File: src/rtl/fp_mul_pkg.sv
// Shared sizing and state type for the iterative significand multiplier.
package fp_mul_pkg;

    localparam int FRAC_W = 10;
    localparam int SIG_W  = FRAC_W + 1;
    localparam int PROD_W = 2 * SIG_W;
    localparam int CNT_W  = $clog2(SIG_W + 1);

    typedef enum logic [1:0] {
        IDLE = 2'd0,
        BUSY = 2'd1,
        DONE = 2'd2
    } state_t;

endpackage

File: src/rtl/fp_mant_normalize.sv
// Combinational normalize/truncate of the raw significand product in [1,4).
module fp_mant_normalize
    import fp_mul_pkg::*;
(
    input  logic [PROD_W-1:0] i_prod,
    output logic [FRAC_W-1:0] o_frac,
    output logic              o_norm,
    output logic              o_inexact
);

    // Top bit set means the product is >= 2.0: drop one more bit into the sticky OR.
    always_comb begin
        o_norm = i_prod[PROD_W-1];
        if (i_prod[PROD_W-1]) begin
            o_frac    = i_prod[PROD_W-2 -: FRAC_W];
            o_inexact = |i_prod[SIG_W-1:0];
        end else begin
            o_frac    = i_prod[PROD_W-3 -: FRAC_W];
            o_inexact = |i_prod[SIG_W-2:0];
        end
    end

endmodule

File: src/rtl/fp_mant_mul_seq.sv
// Shift-and-add significand multiplier with valid/ready on both sides;
// one operation in flight, SIG_W iterations per product.
module fp_mant_mul_seq
    import fp_mul_pkg::*;
(
    input  logic              i_clk,
    input  logic              i_rst_n,
    input  logic              i_valid,
    output logic              o_ready,
    input  logic              i_sign_a,
    input  logic              i_sign_b,
    input  logic [FRAC_W-1:0] i_frac_a,
    input  logic [FRAC_W-1:0] i_frac_b,
    output logic              o_valid,
    input  logic              i_ready,
    output logic              o_sign,
    output logic [FRAC_W-1:0] o_frac,
    output logic              o_norm,
    output logic              o_inexact
);

    state_t              r_state;
    state_t              w_state_nxt;
    logic                r_ready;
    logic                r_valid;
    logic                r_sign;
    logic [FRAC_W-1:0]   r_frac;
    logic                r_norm;
    logic                r_inexact;
    logic [PROD_W-1:0]   r_mcand;
    logic [SIG_W-1:0]    r_mplr;
    logic [PROD_W-1:0]   r_acc;
    logic [CNT_W-1:0]    r_count;

    logic                w_accept;
    logic                w_finish;
    logic                w_release;
    logic [PROD_W-1:0]   w_acc_sum;
    logic [FRAC_W-1:0]   w_frac;
    logic                w_norm;
    logic                w_inexact;

    assign w_acc_sum = r_acc + (r_mplr[0] ? r_mcand : '0);

    always_comb begin
        w_state_nxt = r_state;
        w_accept    = 1'b0;
        w_finish    = 1'b0;
        w_release   = 1'b0;
        case (r_state)
            IDLE: begin
                if (i_valid && r_ready) begin
                    w_accept    = 1'b1;
                    w_state_nxt = BUSY;
                end
            end
            BUSY: begin
                if (r_count == CNT_W'(SIG_W - 1)) begin
                    w_finish    = 1'b1;
                    w_state_nxt = DONE;
                end
            end
            DONE: begin
                if (i_ready) begin
                    w_release   = 1'b1;
                    w_state_nxt = IDLE;
                end
            end
            default: w_state_nxt = IDLE;
        endcase
    end

    // The final iteration's sum is normalized directly so results land on the same edge.
    fp_mant_normalize u_norm (
        .i_prod    (w_acc_sum),
        .o_frac    (w_frac),
        .o_norm    (w_norm),
        .o_inexact (w_inexact)
    );

    always_ff @(posedge i_clk or negedge i_rst_n) begin
        if (!i_rst_n) begin
            r_state   <= IDLE;
            r_ready   <= 1'b0;
            r_valid   <= 1'b0;
            r_sign    <= 1'b0;
            r_frac    <= '0;
            r_norm    <= 1'b0;
            r_inexact <= 1'b0;
            r_mcand   <= '0;
            r_mplr    <= '0;
            r_acc     <= '0;
            r_count   <= '0;
        end else begin
            r_state <= w_state_nxt;
            r_ready <= (w_state_nxt == IDLE);
            if (w_accept) begin
                r_mcand <= PROD_W'({1'b1, i_frac_a});
                r_mplr  <= {1'b1, i_frac_b};
                r_acc   <= '0;
                r_count <= '0;
                r_sign  <= i_sign_a ^ i_sign_b;
            end
            if (r_state == BUSY) begin
                r_acc   <= w_acc_sum;
                r_mcand <= r_mcand << 1;
                r_mplr  <= r_mplr >> 1;
                r_count <= r_count + CNT_W'(1);
            end
            if (w_finish) begin
                r_frac    <= w_frac;
                r_norm    <= w_norm;
                r_inexact <= w_inexact;
                r_valid   <= 1'b1;
            end
            if (w_release) begin
                r_valid <= 1'b0;
            end
        end
    end

    assign o_ready   = r_ready;
    assign o_valid   = r_valid;
    assign o_sign    = r_sign;
    assign o_frac    = r_frac;
    assign o_norm    = r_norm;
    assign o_inexact = r_inexact;

endmodule

File: config.mk
export PLATFORM = sky130hd
export DESIGN_NAME = fp_mant_mul_seq
export DESIGN_NICKNAME = d
export VERILOG_FILES = /design/src/rtl/fp_mul_pkg.sv /design/src/rtl/fp_mant_normalize.sv /design/src/rtl/fp_mant_mul_seq.sv
export SDC_FILE = /design/constraint.sdc
export NUM_CORES = 1
export LEC_CHECK = 0
export CELL_PAD_IN_SITES_DETAIL_PLACEMENT = 0
export CELL_PAD_IN_SITES_GLOBAL_PLACEMENT = 1
export CORE_UTILIZATION = 45
export CTS_CLUSTER_DIAMETER = 120
export DETAILED_ROUTE_END_ITERATION = 12
export PLACE_DENSITY_LB_ADDON = 0.1
export SKIP_CTS_REPAIR_TIMING = 1
export SLEW_MARGIN = 20
export SYNTH_ARGS = -nofsm -noshare
export SYNTH_HDL_FRONTEND = slang
export SYNTH_HIERARCHICAL = 1
export SYNTH_SLANG_ARGS = --single-unit
export TNS_END_PERCENT = 30
File: constraint.sdc
create_clock -name i_clk -period 3.6 [get_ports i_clk]
set_input_delay 0.72 -clock i_clk [delete_from_list [all_inputs] [get_ports i_clk]]
set_output_delay 0.72 -clock i_clk [all_outputs]
set_load 0.005 [all_outputs]
==> out/results.tsv <==
metric	value	unit
final slew viol count	0	
Ports	41	
FF+latch count, synth	76	
Crit Reg-Reg Startpoint	r_mplr[0]	
Hold Crit Start	r_mplr[9]	
met1 Use GR	29.8	%
Site Rows	35	
Setup violations, final	0	
max_slew headroom	36.1	%
Hold Path End	r_mplr[9]	
R2R cell count	13	
CP Data Arrival Time	3630	ps
largest net degree at the start of global routing	77	
nets@finish	538	
total gr overflow	0	
vias per std cell	5.53	
Storage cell area	0.00190	mm2
post-synth top area cell	dfrtp_1	
Hold Crit Depth	2	
Final WS setup	208	ps
Starting Density	46.3	%
global-route wire length before repair	17000	um
Antenna diodes	0	
FMAX	295	MHz
DR WL/cell	16.2	um
area share of the largest cell type after synthesis	44.7	%
post-DP HPWL	6620	um
filler instances	853	
crit start category	flop	
Area contributors post-synth	dfrtp_1 (45%), nand2_1 (9.1%), ha_1 (6.8%)	
slack of the worst reg-to-reg path	210	ps
YS warnings	6	
Setup TNS	0	ps
htree depth	3	
clock tree buffer depth	2	
DR iter-0 viols	148	
Layout Skew	10.9	ps
Top Usage Layer GRT	met2	
worst-skew pair later-pin latency	350	ps
outcome	completed	
via count	3343	
Total GRT Usage	22.2	%
leakage	2.40	nW
WP data required	3840	ps
Seq/Total Area, Yosys	44.7	%
Worst-path clk slew	90	ps
total wire length	9760	um
Max Cap Viol	0	
clock root buffer	clkbuf_8	
CTS Sinks	76	
initial antenna violation count	0	
Syn-to-layout area delta	18.5	%
Peak VDD IR	303	uV
vias in the first global route	3398	
share of layout cells above drive strength 1	12.2	%
type of the tightest min-delay check	reg -> reg	
worst-margin pin slew	959	ps
M3 GR Usage	3.51	%
Final Hold Vio Count	0	
Synth Cell Area	0.00426	mm2
post-synthesis cell type count	45	
Final min period	3390	ps
GPL Wtd Cong	0.833	
Die ar.	0.00985	mm2
reg2reg end	o_frac[1]	
pwr/cell area	972	mW/mm2
Mean Syn Cell Area	9.48	um2
Detail Route Antenna Nets	0	
post-synthesis cell count	449	
GRT met2 Usage	36.5	%
core area	0.00920	mm2
die extent in y	99.3	um
Setup Slack @ Placement	270	ps
area of the multi-input gates	0.00226	mm2
total CTS buffers	9	
critical path fanouts, max	12	
critical path class	reg -> reg	
Setup crit end kind	flop	
Die Wd	99.3	um
Tcrit/Tclk final	94.2	%
RSZ-0062 raised after global routing	false	
CTS tree	built	
DRC errors left	0	
port bufs	40	
DRT Pass-1 Iters	4	
net count after synthesis	499	
-- through the flow --
| step | instance area, um2 | power [mW] | hold WS [ps] | instances | utilization (%) |
|---|---|---|---|---|---|
| finish | 5040 | 4.90 | 483 | 604 | 54.8 |
| global route | 5040 | 5.34 | 512 | 604 | 54.8 |
| CTS | 5040 | 4.95 | 485 | 604 | 54.8 |
| detailed placement | 4810 | 4.16 | 463 | 588 | 52.3 |
| global placement | 4810 | 4.13 | 458 | 588 | 52.3 |
| floorplan | 4260 | 3.37 | 424 | 449 | - |
-- Yosys cell counts, drive strengths merged --
library cell / number
a311oi: 2
a211oi: 3
mux2: 22
o2bb2ai: 6
buf: 2
o31ai: 1
a21oi: 17
a31oi: 2
o21ai: 15
nor4: 2
nand2: 104
or2: 1
o211ai: 1
dfrtp: 76
fa: 1
nor2b: 2
a41oi: 2
nor3b: 2
and3: 2
and2: 23
nor2: 22
o21bai: 2
o22ai: 8
ha: 23
a221oi: 1
clkbuf: 21
xnor2: 14
nand4: 2
a21o: 4
inv: 4
a22o: 5
nand3: 32
a22oi: 14
xor2: 7
o21a: 1
nand2b: 1
nor3: 2
-- report_power, final --
| group | internal [mW] | total [mW] | switching [mW] |
|---|---|---|---|
| combinational | 1.23 | 2.66 | 1.43 |
| sequential | 1.23 | 1.48 | 0.252 |
| clock | 0.416 | 0.762 | 0.346 |
-- cell usage in the layout (no fill, tap or decap), types with 2 or more instances in the layout --
master	netlist	final
a211oi_1	2	2
a21o_1	4	4
a21oi_1	17	17
a22o_1	5	5
a22oi_1	14	14
a311oi_2	2	2
a31oi_1	2	2
a41oi_1	2	2
and2_1	23	23
and3_1	2	2
buf_4	1	11
bufinv_16	0	2
clkbuf_8	0	10
clkdlybuf4s50_1	0	39
dfrtp_1	76	76
ha_1	23	23
inv_1	4	4
inv_6	0	2
mux2_1	2	2
mux2_2	11	11
mux2_4	9	9
nand2_1	103	103
nand3_1	31	31
nand4_1	2	2
nor2_1	22	21
nor2b_1	2	2
nor4_1	2	2
o21ai_0	12	12
o21ai_1	3	3
o21bai_1	2	2
o22ai_1	8	8
o2bb2ai_1	6	6
xnor2_1	14	13
xor2_1	7	7
-- area by class of cell --
cell class	instances	area share [%]
Multi-Input combinational cell	346	44.9
Sequential cell	76	37.7
Timing Repair Buffer	51	9.77
Tap cell	111	2.75
Clock buffer	10	2.73
Clock inverter	6	1.86
Inverter	4	0.298
-- cells by family after synthesis --
group                    Yosys count  synth area share, %
AO/OA/AOI/OAI                     84                 13.8
XOR/XNOR                          21                 4.32
adder cells (fa/ha/maj)           24                 7.23
buffers and inverters             27                 2.64
flip-flops                        76                 44.7
multiplexers                      22                 6.61
AND/OR/NAND/NOR                  195                 20.7
-- worst max-delay path, stage by stage (launching register included) --
cell     delay [ps]
dfrtp_1         500
buf_4           220
and2_1          170
ha_1            350
a21oi_1         140
o21ai_0         130
a21oi_1         170
o31ai_1         110
a21oi_1         290
o21ai_1         160
xnor2_2         260
buf_12          190
mux2_2          340
mux2_2          260
-- metal layers --
metal | up-vias | wire, um
li1 | 1656 | -
met1 | 1615 | 4770
met2 | 56 | 4520
met3 | 16 | 269
met4 | 0 | 202
met5 | - | 0
-- state kept, by name (all words and copies together) (netlist names), 2 cells and up --
name     cells
o_frac      10
r_acc       22
r_count      4
r_mcand     22
r_mplr      11
r_state      2
-- worst max-delay path by stage --
stage	start	end	slack, ps	cells past startpoint
6_report	r_mplr[0]	o_frac[1]	210	13
5_1_grt	r_mplr[0]	o_frac[1]	20	13
4_1_cts	r_mplr[0]	o_frac[1]	230	13
3_5_place_dp	r_mplr[0]	o_frac[1]	270	13
3_3_place_gp	r_mplr[0]	o_frac[3]	350	13
2_1_floorplan	r_mplr[0]	o_frac[3]	440	13
(Power assumes the default switching activity.)
